### src/rtl/display_capture_if.sv
// Pin-side bundle of the display capture block: the sampled active-low display
// bus going in, the reconstructed digits and status coming out.
// There is no valid/ready handshake here. The inputs are free-running pins.
// digit_*, nibble_*, nibble_valid and stale are level outputs that hold between
// captures. frame_done is a single-cycle pulse.
interface display_capture_if;
  logic [6:0] segment_in;
  logic [3:0] digit_enable_in;
  logic [6:0] digit_0;
  logic [6:0] digit_1;
  logic [6:0] digit_2;
  logic [6:0] digit_3;
  logic [3:0] nibble_0;
  logic [3:0] nibble_1;
  logic [3:0] nibble_2;
  logic [3:0] nibble_3;
  logic [3:0] nibble_valid;
  logic       frame_done;
  logic [3:0] stale;

  // Drives the display pins and observes the capture results.
  modport master (
    output segment_in, digit_enable_in,
    input  digit_0, digit_1, digit_2, digit_3,
    input  nibble_0, nibble_1, nibble_2, nibble_3,
    input  nibble_valid, frame_done, stale
  );

  // The capture block itself.
  modport slave (
    input  segment_in, digit_enable_in,
    output digit_0, digit_1, digit_2, digit_3,
    output nibble_0, nibble_1, nibble_2, nibble_3,
    output nibble_valid, frame_done, stale
  );
endinterface

### src/rtl/display_capture.sv
// Receive side of a 4-digit multiplexed 7-segment bus. The block synchronises
// the pins and waits for a stable digit phase. It then latches the segment
// pattern into the addressed digit and decodes that pattern to a hex nibble.
module display_capture #(
  parameter int SYNC_STAGES    = 2,
  parameter int STABLE_CYCLES  = 4,
  parameter int TIMEOUT_CYCLES = 4096
) (
  input logic             clk,
  input logic             reset,
  display_capture_if.slave bus
);
  localparam int CW = $clog2(STABLE_CYCLES + 1);
  localparam int TW = $clog2(TIMEOUT_CYCLES + 1);
  localparam logic [CW-1:0] CNT_MAX   = CW'(STABLE_CYCLES);
  localparam logic [CW-1:0] CNT_ONE   = CW'(1);
  localparam logic [TW-1:0] STALE_MAX = TW'(TIMEOUT_CYCLES);

  logic [6:0]    seg_sync [SYNC_STAGES];
  logic [3:0]    en_sync  [SYNC_STAGES];
  logic [6:0]    seg_s;
  logic [3:0]    en_s;
  logic [10:0]   prev_q;
  logic          same_sample;
  logic          phase_valid;
  logic [1:0]    tgt;
  logic [3:0]    tgt_onehot;
  logic [CW-1:0] cnt_q;
  logic [CW-1:0] cnt_next;
  logic          capture;
  logic [6:0]    pattern;
  logic [3:0]    dec_nib;
  logic          dec_vld;
  logic [6:0]    digit_q  [4];
  logic [3:0]    nibble_q [4];
  logic [3:0]    nvalid_q;
  logic [3:0]    mask_q;
  logic [3:0]    mask_next;
  logic          frame_q;
  logic [TW-1:0] stale_cnt [4];
  logic [3:0]    stale_flag;

  // Glyph table. The input is the active-high pattern; the result is {valid, nibble}.
  function automatic logic [4:0] decode(input logic [6:0] p);
    logic [4:0] r;
    r = 5'b0;
    case (p)
      7'h3F: r = {1'b1, 4'h0};
      7'h06: r = {1'b1, 4'h1};
      7'h5B: r = {1'b1, 4'h2};
      7'h4F: r = {1'b1, 4'h3};
      7'h66: r = {1'b1, 4'h4};
      7'h6D: r = {1'b1, 4'h5};
      7'h7D: r = {1'b1, 4'h6};
      7'h07: r = {1'b1, 4'h7};
      7'h7F: r = {1'b1, 4'h8};
      7'h6F: r = {1'b1, 4'h9};
      7'h77: r = {1'b1, 4'hA};
      7'h7C: r = {1'b1, 4'hB};
      7'h39: r = {1'b1, 4'hC};
      7'h5E: r = {1'b1, 4'hD};
      7'h79: r = {1'b1, 4'hE};
      7'h71: r = {1'b1, 4'hF};
      default: r = 5'b0;
    endcase
    return r;
  endfunction

  // Input synchronisers; everything downstream sees only the last stage.
  always_ff @(posedge clk) begin
    if (reset) begin
      for (int i = 0; i < SYNC_STAGES; i++) begin
        seg_sync[i] <= '0;
        en_sync[i]  <= '0;
      end
    end else begin
      seg_sync[0] <= bus.segment_in;
      en_sync[0]  <= bus.digit_enable_in;
      for (int i = 1; i < SYNC_STAGES; i++) begin
        seg_sync[i] <= seg_sync[i-1];
        en_sync[i]  <= en_sync[i-1];
      end
    end
  end

  assign seg_s   = seg_sync[SYNC_STAGES-1];
  assign en_s    = en_sync[SYNC_STAGES-1];
  assign pattern = ~seg_s;

  // Map the single low enable to its digit. Blank and multi-low states are idle.
  always_comb begin
    phase_valid = 1'b0;
    tgt         = 2'd0;
    case (en_s)
      4'b1110: begin phase_valid = 1'b1; tgt = 2'd3; end
      4'b1101: begin phase_valid = 1'b1; tgt = 2'd2; end
      4'b1011: begin phase_valid = 1'b1; tgt = 2'd1; end
      4'b0111: begin phase_valid = 1'b1; tgt = 2'd0; end
      default: begin phase_valid = 1'b0; tgt = 2'd0; end
    endcase
  end

  // Stability count: restart on any change, hold once saturated so a phase captures once.
  always_comb begin
    same_sample = ({en_s, seg_s} == prev_q);
    cnt_next    = CNT_ONE;
    if (!phase_valid) begin
      cnt_next = '0;
    end else if (same_sample) begin
      cnt_next = (cnt_q == CNT_MAX) ? cnt_q : cnt_q + CNT_ONE;
    end
    // A changed sample always restarts, so with STABLE_CYCLES=1 each new value captures.
    capture    = phase_valid && (cnt_next == CNT_MAX) && ((cnt_q != CNT_MAX) || !same_sample);
    tgt_onehot = capture ? (4'b0001 << tgt) : 4'b0000;
    {dec_vld, dec_nib} = decode(pattern);
    mask_next  = mask_q | tgt_onehot;
  end

  // Previous-sample register and stability counter.
  always_ff @(posedge clk) begin
    if (reset) begin
      prev_q <= '0;
      cnt_q  <= '0;
    end else begin
      prev_q <= {en_s, seg_s};
      cnt_q  <= cnt_next;
    end
  end

  // Latch the captured pattern and its decode into the addressed digit.
  always_ff @(posedge clk) begin
    if (reset) begin
      for (int i = 0; i < 4; i++) begin
        digit_q[i]  <= '0;
        nibble_q[i] <= '0;
      end
      nvalid_q <= '0;
    end else if (capture) begin
      digit_q[tgt]  <= pattern;
      nibble_q[tgt] <= dec_nib;
      nvalid_q[tgt] <= dec_vld;
    end
  end

  // Frame tracking. The completing capture closes the frame and the mask restarts empty.
  always_ff @(posedge clk) begin
    if (reset) begin
      mask_q  <= '0;
      frame_q <= 1'b0;
    end else if (mask_next == 4'hF) begin
      mask_q  <= '0;
      frame_q <= 1'b1;
    end else begin
      mask_q  <= mask_next;
      frame_q <= 1'b0;
    end
  end

  // Per-digit staleness timers, cleared by a capture of that digit.
  always_ff @(posedge clk) begin
    for (int i = 0; i < 4; i++) begin
      if (reset) begin
        stale_cnt[i] <= '0;
      end else if (tgt_onehot[i]) begin
        stale_cnt[i] <= '0;
      end else if (stale_cnt[i] != STALE_MAX) begin
        stale_cnt[i] <= stale_cnt[i] + TW'(1);
      end
    end
  end

  // A digit is stale while its timer sits at the limit.
  always_comb begin
    for (int i = 0; i < 4; i++) begin
      stale_flag[i] = (stale_cnt[i] == STALE_MAX);
    end
  end

  assign bus.digit_0      = digit_q[0];
  assign bus.digit_1      = digit_q[1];
  assign bus.digit_2      = digit_q[2];
  assign bus.digit_3      = digit_q[3];
  assign bus.nibble_0     = nibble_q[0];
  assign bus.nibble_1     = nibble_q[1];
  assign bus.nibble_2     = nibble_q[2];
  assign bus.nibble_3     = nibble_q[3];
  assign bus.nibble_valid = nvalid_q;
  assign bus.frame_done   = frame_q;
  assign bus.stale        = stale_flag;
endmodule

### src/flat_wrapper.sv
// flat-port wrapper written by rule: the top's interface ports become plain ports
module display_capture_flat 
#(
  parameter int SYNC_STAGES    = 2,
  parameter int STABLE_CYCLES  = 4,
  parameter int TIMEOUT_CYCLES = 4096
)
  (clk, reset, bus_segment_in, bus_digit_enable_in, bus_digit_0, bus_digit_1, bus_digit_2, bus_digit_3, bus_nibble_0, bus_nibble_1, bus_nibble_2, bus_nibble_3, bus_nibble_valid, bus_frame_done, bus_stale);
  display_capture_if bus_i ();
  input logic clk;
  input logic reset;
  input wire logic [$bits(bus_i.segment_in)-1:0] bus_segment_in;
  input wire logic [$bits(bus_i.digit_enable_in)-1:0] bus_digit_enable_in;
  output wire logic [$bits(bus_i.digit_0)-1:0] bus_digit_0;
  output wire logic [$bits(bus_i.digit_1)-1:0] bus_digit_1;
  output wire logic [$bits(bus_i.digit_2)-1:0] bus_digit_2;
  output wire logic [$bits(bus_i.digit_3)-1:0] bus_digit_3;
  output wire logic [$bits(bus_i.nibble_0)-1:0] bus_nibble_0;
  output wire logic [$bits(bus_i.nibble_1)-1:0] bus_nibble_1;
  output wire logic [$bits(bus_i.nibble_2)-1:0] bus_nibble_2;
  output wire logic [$bits(bus_i.nibble_3)-1:0] bus_nibble_3;
  output wire logic [$bits(bus_i.nibble_valid)-1:0] bus_nibble_valid;
  output wire logic [$bits(bus_i.frame_done)-1:0] bus_frame_done;
  output wire logic [$bits(bus_i.stale)-1:0] bus_stale;
  assign bus_i.segment_in = bus_segment_in;
  assign bus_i.digit_enable_in = bus_digit_enable_in;
  assign bus_digit_0 = bus_i.digit_0;
  assign bus_digit_1 = bus_i.digit_1;
  assign bus_digit_2 = bus_i.digit_2;
  assign bus_digit_3 = bus_i.digit_3;
  assign bus_nibble_0 = bus_i.nibble_0;
  assign bus_nibble_1 = bus_i.nibble_1;
  assign bus_nibble_2 = bus_i.nibble_2;
  assign bus_nibble_3 = bus_i.nibble_3;
  assign bus_nibble_valid = bus_i.nibble_valid;
  assign bus_frame_done = bus_i.frame_done;
  assign bus_stale = bus_i.stale;
  display_capture #(.SYNC_STAGES(SYNC_STAGES), .STABLE_CYCLES(STABLE_CYCLES), .TIMEOUT_CYCLES(TIMEOUT_CYCLES)) u_core (.clk(clk), .reset(reset), .bus(bus_i));
endmodule
### config.mk
export PLATFORM = sky130hd
export DESIGN_NAME = display_capture_flat
export DESIGN_NICKNAME = d
export VERILOG_FILES = /design/src/rtl/display_capture_if.sv /design/src/rtl/display_capture.sv /design/src/flat_wrapper.sv
export SDC_FILE = /design/constraint.sdc
export NUM_CORES = 1
export LEC_CHECK = 0
export ABC_AREA = 1
export BUFFER_PORTS_ARGS = -buffer_cell sky130_fd_sc_hd__buf_2
export CAP_MARGIN = 20
export CORE_MARGIN = 5
export CORE_UTILIZATION = 51
export CTS_BUF_LIST = sky130_fd_sc_hd__clkbuf_16
export DETAILED_ROUTE_END_ITERATION = 7
export GPL_ROUTABILITY_DRIVEN = 0
export PLACE_DENSITY = 0.7
export SYNTH_ARGS = -nofsm -noshare
export SYNTH_HDL_FRONTEND = slang
export SYNTH_SLANG_ARGS = --single-unit
export TNS_END_PERCENT = 30
### constraint.sdc
create_clock -name clk -period 2.46 [get_ports clk]
set_input_delay 0.246 -clock clk [delete_from_list [all_inputs] [get_ports clk]]
set_output_delay 0.246 -clock clk [all_outputs]
set_load 0.05 [all_outputs]
* Word level (Yosys, flattened, before mapping)
Memory sizes are Yosys's and may differ from the RTL's.
Index checks and enable logic that the tools add are counted.
** Cells by class
- $add $sub $neg :: 5
- Multipliers :: 0
- Div/mod/pow operators :: 0
- Order comparisons :: 2
- Equal/unequal tests :: 33
- Shifts and indexed selects :: 1
- Mux-type cells :: 63
- Bitwise logic cells :: 14
- Reductions and logical operators :: 9
** Operators by type and width (count)
- $mux W13 :: 8
- $eq A7 B7 Y1 const B :: 12
- $pmux W5 S16 :: 1
- $add A13 B1 Y13 const B :: 4
- $eq A13 B13 Y1 const B :: 4
- $ne A13 B13 Y1 const B :: 4
- $mux W1 :: 39
- $mux W7 :: 3
- $eq A4 B4 Y1 const B :: 4
- $mux W4 :: 4
- $eq A7 B3 Y1 const B :: 2
- $eq A7 B6 Y1 const B :: 2
- $or A1 B1 Y1 :: 12
- $eq A11 B11 Y1 :: 1
- $mux W3 :: 3
- $reduce_or A4 Y1 :: 2
- $not A7 Y7 :: 1
- $reduce_or A7 Y1 :: 1
- $eq A3 B3 Y1 const B :: 2
- $pmux W2 S3 :: 1
- $bwmux W4 :: 1
- $eq A4 B3 Y1 const B :: 1
- $mux W2 :: 2
- $or A4 B4 Y4 :: 1
- 10 further kinds :: 12
** Storage, ports and cells
- Flip-flop bits (word level) :: 23
- Latch bits :: 0
- Bits in writable memories :: 118
- Bits in read-only memories :: 0
- Input bits :: 13
- Output and inout port bits :: 53
- Logic and storage cells :: 137
- Memories :: 5
** Memory list
- u_core.stale_cnt :: words 4, bits a word 13, rd ports 4, clocked after memory_dff 0, write ports 4, line display_capture.sv:40 : logic [TW-1:0] stale_cnt [4];
- u_core.digit_q :: words 4, bits a word 7, rd ports 4, clocked after memory_dff 0, write ports 4, line display_capture.sv:34 : logic [6:0] digit_q [4];
- u_core.nibble_q :: words 4, bits a word 4, rd ports 4, clocked after memory_dff 0, write ports 4, line display_capture.sv:35 : logic [3:0] nibble_q [4];
- u_core.seg_sync :: words 2, bits a word 7, rd ports 2, clocked after memory_dff 0, write ports 2, line display_capture.sv:19 : logic [6:0] seg_sync [SYNC_STAGES];
- u_core.en_sync :: words 2, bits a word 4, rd ports 2, clocked after memory_dff 0, write ports 2, line display_capture.sv:20 : logic [3:0] en_sync [SYNC_STAGES];

* Longest topological paths before layout
Gate-level depths: netlist of run 1.
- Word-level depth :: 13
- Depth in mapped cells :: 15
- Mapped depth without buffers :: 13

* Worst setup path before layout of run 1
No wires, ideal clock.
- Path kind :: reg-to-reg
- From :: mem u_core.stale_cnt[1][6] in the netlist's numbering
- To :: mem u_core.stale_cnt[1][0] in the netlist's numbering, enable pin
- Library setup time :: 0.452 ns
- Arrival :: 3.117 ns
- Data required time :: 2.008 ns
- Setup slack :: -1.109 ns
- Cell stages (with the launch flop) :: 5
- Buffers on the path :: 0
- Clock period less this slack :: 3.569 ns
- Cells stage by stage :: edfxtp_1 -> nor4_1 -> nand2_1 -> nor4_1 -> nand3_1
** RTL lines (line)
- start: declaration :: display_capture.sv:40

==> flow_summary_export.csv, run 1 <==
group,metric,value,unit
timing,fin_skew,0.00656,ns
synthesis,yosys_synthesis_warning_count,0,
cells_and_area,final_cell_area,7630,um2
cells_and_area,antenna_diode_count,0,
synthesis,synthesis.nets,704,
status,outcome,"complete, no violations",
min_path,worst_hold_path_class,"input pin to flip-flop",
detailed_routing,dr_pass1_iterations,6,
cts,htree_num_levels,4,
floorplanning,start_util,52.0,%
timing,finalHoldViolCount,0,
synthesis,synth_edf_count,96,
place,port_buffers,65,
global_routing,first_global_vias,4685,
worst_setup_path,timing.critical_path.fanout_max,8,
timing,postLayoutSetupSlackWorst,0.0812,ns
timing,fin_tns_setup,0,ns
global_routing,global_route.overflow_total,0,
synthesis,seq_area_frac_synth,57.6,%
place,place.detailed.hpwl,9920,um
cts,cts_tree,"done",
detailed_routing,drt-vias-per-instance,4.96,
global_routing,number_of_antenna_violations_at_the_first_check_in_global_routing,0,
cts,cts_resized,0,
timing,max_freq,0.420,GHz
synthesis,cell_area_after_synthesis,6560,um2
power_and_ir_drop,ir_drop,0.434,mV
detailed_routing,wl_met2,6510,um
cts,numClockSinks,141,
worst_setup_path,cp-start-kind,"flip-flop",
floorplanning,ioPinCount,66,
detailed_routing,routed_wire_length_per_instance,14.3,um
detailed_routing,drt-met1-wl,5970,um
global_routing,grt_first_pass_wirelength,22500,um
detailed_routing,route.vias.total,4721,
cells_and_area,post_route_cells_drive_above_1_share,21.2,%
flow_run,max-cap-violations,0,
power_and_ir_drop,power.density_cell_area,666,nW/um2
global_routing,gr_usage_total,19.3,%
worst_setup_path,worstPathRequired,2.63,ns
timing,rsz_0062_raised_after_global_routing,"false",
timing,worstMarginPinSlew,0.610,ns
cts,worst_skew_pair.late_latency,0.42,ns
timing,drv_slew,0,
synthesis,postSynthCellCount,681,
synthesis,syn_area_per_cell,9.64,um2
floorplanning,placementRows,41,
synthesis,synth-main-ff-cell,"sky130_fd_sc_hd__edfxtp_1",
synthesis,yosysUniqueCellTypes,38,
timing,worst_slew_margin_rel,59.0,%
floorplanning,core_area,12600,um2
detailed_routing,routed.top_layer,"met4",
power_and_ir_drop,p_total,5.08,mW
timing,timing.final.crit_period,2.38,ns
cts,clk_path_buf_depth,2,
worst_setup_path,timing.critical_path.to_type,"flip-flop",
cts,postCtsHoldBufs,0,
detailed_routing,met3RoutedLength,721,um
cells_and_area,area.growth.synth_to_final,16.2,%
worst_setup_path,criticalPathCategory,"flip-flop to flip-flop",
synthesis,synth-async-reset-ratio,0,%
cts,post_cts_setup_buffer_count,0,
synthesis,synth-seq-cells,141,
global_routing,maximum_number_of_pins_on_one_net_before_global_route_repair,42,
timing,total_of_endpoints_with_negative_setup_slack_in_the_final_report,0,
cts,clkTransAtPathRegs,0.06,ns
place,detailed_place.area,7140,um2
detailed_routing,drt-total-wl,13600,um
power_and_ir_drop,power_leakage,3.35,nW
cts,clockRootBuffer,"sky130_fd_sc_hd__clkbuf_16",
detailed_routing,ant_nets,0,
timing,finalCritPeriodShare,96.7,%
place,preCtsSetupSlack,0.157,ns
floorplanning,floorplan.die_area,15200,um2
cts,cts_made_buffers,17,
cells_and_area,design.final.nets,790,
detailed_routing,route.detailed.drc,0,
floorplanning,die-height,123,um
worst_setup_path,cp.arrival,2.55,ns
floorplanning,dieWidth,123,um
detailed_routing,detailedRoute.firstIterationViolations,493,
==> per-stage QoR <==
| stage | hold slack (ns) | utilization (%) | std cells |
|---|---|---|---|
| after global routing | 0.0347 | 60.4 | 952 |
| after CTS | 0.0190 | 60.4 | 952 |
| final | 0.0308 | 60.4 | 952 |
| after floorplan | 0.353 | - | 681 |
| after detailed placement | 0.395 | 56.6 | 920 |
| after global placement | 0.394 | 56.6 | 920 |
==> cell usage in the layout (no fill, tap or decap), types with 2 or more instances in the layout <==
cell type                   Yosys  routed
sky130_fd_sc_hd__edfxtp_1      96      96
sky130_fd_sc_hd__buf_2          3      65
sky130_fd_sc_hd__xor2_1        19      19
sky130_fd_sc_hd__buf_4          4      21
sky130_fd_sc_hd__nand3_2        2       2
sky130_fd_sc_hd__clkinv_1       0       2
sky130_fd_sc_hd__nand2_1       78      78
sky130_fd_sc_hd__nor2_4         2       2
sky130_fd_sc_hd__nand2_4        3       3
sky130_fd_sc_hd__or2_4          3       3
sky130_fd_sc_hd__nand3_1       30      30
sky130_fd_sc_hd__nand3_4        3       3
sky130_fd_sc_hd__o21ai_0        7       7
sky130_fd_sc_hd__inv_2          6      10
sky130_fd_sc_hd__nand2_2        6       6
sky130_fd_sc_hd__a21oi_2        4       4
sky130_fd_sc_hd__nor3_1        35      34
sky130_fd_sc_hd__nor4_1         9       8
sky130_fd_sc_hd__dfxtp_1       45      45
sky130_fd_sc_hd__nand4_1       16      16
sky130_fd_sc_hd__ha_1          10      10
sky130_fd_sc_hd__nor3_2         2       3
sky130_fd_sc_hd__nor2_2        20      20
sky130_fd_sc_hd__a21oi_1        6       6
sky130_fd_sc_hd__clkbuf_16      0      17
sky130_fd_sc_hd__xnor2_1       17      17
sky130_fd_sc_hd__inv_1        104     112
sky130_fd_sc_hd__nor2_1       130     130
==> area by class of cell <==
class / count / area [um2]
Clock buffer: 17 / 425
Tap cell: 172 / 215
Fill cell: 1085 / 4990
Sequential cell: 141 / 3780
Clock inverter: 15 / 57.6
Timing Repair Buffer: 86 / 483
Multi-Input combinational cell: 410 / 2240
Inverter: 111 / 419
==> cells by family (layout without fill, tap and decap cells) <==
family	after synthesis	count (layout)	synth area share, %
adder cells (fa/ha/maj)	10	10	1.91
AND/OR/NAND/NOR	345	345	25.4
XOR/XNOR	36	36	4.80
buffers and inverters	130	229	8.50
AO/OA/AOI/OAI	19	19	1.73
flip-flops	141	141	57.6
==> state kept, by name (all words and copies together) (netlist names) <==
register                 flops
u_core.seg_sync             14
u_core.en_sync               8
u_core.nibble_q             16
u_core.bus.frame_done        1
u_core.bus.nibble_valid      4
u_core.stale_cnt            52
u_core.digit_q              28
u_core.prev_q               11
u_core.mask_q                4
u_core.cnt_q                 3
==> cells in the mapped netlist (10+ instances only) <==
library cell               number  area share, %
sky130_fd_sc_hd__xnor2_1       17            2.3
sky130_fd_sc_hd__edfxtp_1      96             44
sky130_fd_sc_hd__nand3_1       30            2.3
sky130_fd_sc_hd__nor3_1        35            2.7
sky130_fd_sc_hd__nand4_1       16            1.5
sky130_fd_sc_hd__xor2_1        19            2.5
sky130_fd_sc_hd__inv_1        104            5.9
sky130_fd_sc_hd__dfxtp_1       45             14
sky130_fd_sc_hd__ha_1          10            1.9
sky130_fd_sc_hd__nor2_1       130            7.4
sky130_fd_sc_hd__nor2_2        20            1.9
sky130_fd_sc_hd__nand2_1       78            4.5
==> final timing paths <==
kind	slack, ns	from	depth (start not counted)	endpoint
setup / recovery	0.08	u_core.seg_sync[0][8]$_SDFF_PP0_	8	u_core.nibble_q[1][0]$_SDFFCE_PN0P_
hold reg to reg	0.40	u_core.en_sync[0][2]$_SDFF_PP0_	2	u_core.en_sync[0][6]$_SDFF_PP0_
hold / removal	0.03	bus_segment_in[1]	3	u_core.seg_sync[0][1]$_SDFF_PP0_
setup reg to reg	0.08	u_core.seg_sync[0][8]$_SDFF_PP0_	8	u_core.nibble_q[1][0]$_SDFFCE_PN0P_
==> routing by layer <==
metal | up-vias | global-route usage [%]
met2 | 140 | 30.7
met5 | - | 0
li1 | 2363 | -
met4 | 0 | 9.55
met3 | 44 | 4.57
met1 | 2174 | 24.7
==> where the power goes <==
part	leakage (nW)	internal [mW]	total (mW)	switching, mW
clock network	0.276	1.23	2.12	0.890
registers	1.46	2.58	2.62	0.0404
logic	1.61	0.0961	0.341	0.245
==> critical path, stage by stage (launching register included) <==
cell and delay [ns]:
sky130_fd_sc_hd__dfxtp_1 0.63, sky130_fd_sc_hd__inv_1 0.19, sky130_fd_sc_hd__nand2_1 0.14, sky130_fd_sc_hd__nor3_1 0.09, sky130_fd_sc_hd__nand4_1 0.11, sky130_fd_sc_hd__o21ai_0 0.15, sky130_fd_sc_hd__nor3_1 0.54, sky130_fd_sc_hd__buf_4 0.22
sky130_fd_sc_hd__nor2_1 0.05
(Power assumes the default switching activity.)
==> run 2, diff against run 1 <==
==> constraint.sdc (replaced) <==
create_clock -name clk -period 2.46 [get_ports clk]
set_input_delay 0.492 -clock clk [delete_from_list [all_inputs] [get_ports clk]]
set_output_delay 0.492 -clock clk [all_outputs]
set_load 0.05 [all_outputs]
==> flow_summary_export.csv, run 2 (synthesis results as in run 1) <==
group,metric,value,unit
power_and_ir_drop,power_leakage,3.37,nW
place,preCtsSetupSlack,0.191,ns
timing,fin_tns_setup,0,ns
cts,clkTransAtPathRegs,0.06,ns
global_routing,grt_first_pass_wirelength,22900,um
cts,worst_skew_pair.late_latency,0.42,ns
detailed_routing,routed_wire_length_per_instance,14.3,um
cells_and_area,final_cell_area,7800,um2
power_and_ir_drop,power.density_cell_area,730,nW/um2
place,detailed_place.area,7140,um2
worst_setup_path,cell_chain_of_the_critical_path,"inv_1 -> ha_1 -> nand4_1 -> nor3_2 -> buf_2",
worst_setup_path,criticalPathCategory,"flip-flop to primary output",
cts,cts_tree,"done",
detailed_routing,drt-total-wl,13600,um
detailed_routing,ant_nets,0,
cts,htree_num_levels,4,
worst_setup_path,cp.arrival,1.85,ns
cells_and_area,largest_reg_flops,52,
cells_and_area,area.growth.synth_to_final,18.8,%
worst_setup_path,cp_num_buf_inv,2,
timing,worstMarginPinSlew,0.557,ns
global_routing,first_global_vias,4653,
timing,max_freq,0.427,GHz
cts,clockRootBuffer,"sky130_fd_sc_hd__clkbuf_16",
timing,fin_worst_hold_slack,0.270,ns
floorplanning,core_area,12600,um2
floorplanning,ioPinCount,66,
worst_setup_path,worstPathRequired,1.97,ns
cells_and_area,top_register,"u_core.stale_cnt",
cts,postCtsHoldBufs,0,
floorplanning,floorplan.die_area,15200,um2
timing,finalCritPeriodShare,95.1,%
cells_and_area,design.final.nets,790,
cells_and_area,stdcell_count,952,
floorplanning,start_util,52.0,%
cells_and_area,post-route-util,61.8,%
global_routing,maximum_number_of_pins_on_one_net_before_global_route_repair,42,
floorplanning,dieWidth,123,um
power_and_ir_drop,p_total,5.69,mW
cts,numClockSinks,141,
power_and_ir_drop,ir_drop,0.402,mV
cells_and_area,most_frequent_standard_cell_in_the_layout_excluding_fill_and_tap_cells,"sky130_fd_sc_hd__nor2_1",
worst_setup_path,cell_with_the_largest_stage_delay_on_the_worst_path,"sky130_fd_sc_hd__edfxtp_1",
place,port_buffers,65,
detailed_routing,detailedRoute.firstIterationViolations,418,
cells_and_area,nFillCells,1083,
timing,total_of_endpoints_with_negative_setup_slack_in_the_final_report,0,
worst_setup_path,timing.critical_path.to_type,"primary output",
timing,drv_slew,0,
detailed_routing,dr_pass1_iterations,5,
cells_and_area,antenna_diode_count,0,
place,place.detailed.hpwl,9780,um
timing,timing.final.crit_period,2.34,ns
global_routing,number_of_antenna_violations_at_the_first_check_in_global_routing,0,
global_routing,global_route.overflow_total,0,
worst_setup_path,timing.critical_path.max_delay_family,"flip-flops",
worst_setup_path,timing.critical_path.fanout_max,4,
cells_and_area,post_route_cells_drive_above_1_share,22.2,%
timing,finalHoldViolCount,0,
worst_setup_path,max_stage_delay,0.45,ns
min_path,worst_hold_path_class,"input pin to flip-flop",
detailed_routing,route.detailed.drc,0,
cells_and_area,largest_registers,"u_core.stale_cnt x52, u_core.digit_q x28, u_core.nibble_q x16",
place,dpl.cell_count,919,
floorplanning,die-height,123,um
status,outcome,"complete, no violations",
worst_setup_path,cp-start-kind,"flip-flop",
floorplanning,placementRows,41,
detailed_routing,route.vias.total,4739,
timing,postLayoutSetupSlackWorst,0.120,ns
detailed_routing,drt-vias-per-instance,4.98,
cells_and_area,final_cell_mix,"sky130_fd_sc_hd__nor2_1, sky130_fd_sc_hd__inv_1, sky130_fd_sc_hd__edfxtp_1",
cts,clk_path_buf_depth,2,
timing,worst_slew_margin_rel,62.6,%
global_routing,gr_usage_total,19.6,%
cts,cts_made_buffers,17,
timing,fin_skew,0.0105,ns
flow_run,max-cap-violations,0,
[run 2: changes by cell type in the layout (fill, tap and decap cells not counted), sizes merged]
cell	previous run	this run
bufinv	0	5
clkbuf	17	19
clkinvlp	0	3
clkinv	3	5
inv	123	113
buf	86	84
[run 2: per-layer routing]
layer | part of all wire [%] | GRT usage (%)
met1 | 45 | 26.1
met2 | 48 | 31.2
met3 | 5.8 | 5.26
met4 | 1.5 | 6.71
met5 | 0 | 0
[run 2: report_power, final]
part	total [mW]	leakage (nW)	internal (mW)	switching [mW]
clock network	2.73	0.302	1.78	0.958
logic	0.340	1.61	0.0963	0.244
registers	2.62	1.46	2.58	0.0425
total	5.69	3.37	4.45	1.24
[run 2: path summary, 6_finish.rpt]
kind / from / end / slack (ns) / cells after the start
hold reg to reg: u_core.seg_sync[0][6]$_SDFF_PP0_ / u_core.seg_sync[0][13]$_SDFF_PP0_ / 0.41 / 2
hold / removal: bus_digit_enable_in[1] / u_core.en_sync[0][1]$_SDFF_PP0_ / 0.27 / 3
setup reg to reg: u_core.seg_sync[0][7]$_SDFF_PP0_ / u_core.stale_cnt[2][10]$_SDFFCE_PN0P_ / 0.15 / 11
setup / recovery: u_core.stale_cnt[3][0]$_SDFFCE_PN0P_ / bus_stale[3] / 0.12 / 5
[run 2: final cells by class]
| class | instances | area, um2 | area share [%] |
|---|---|---|---|
| Inverter | 111 | 419 | 5.37 |
| Multi-Input combinational cell | 410 | 2260 | 28.9 |
| Clock inverter | 15 | 204 | 2.62 |
| Timing Repair Buffer | 86 | 494 | 6.34 |
| Sequential cell | 141 | 3780 | 48.5 |
| Tap cell | 172 | 215 | 2.76 |
| Clock buffer | 17 | 425 | 5.45 |
[run 2: worst min-delay path, delay by kind of cell]
kind / cells / cell delay (ns)
buffers and inverters: 2 / 0.10
AND/OR/NAND/NOR: 1 / 0.06
[run 2: timing repair]
item                                   4_1_cts  5_1_grt
setup endpoints to repair                    1        9
pin swaps                                    0        1
buffers inserted                             0        1
endpoints found under the hold margin        0        0
gates resized for setup                      1        7
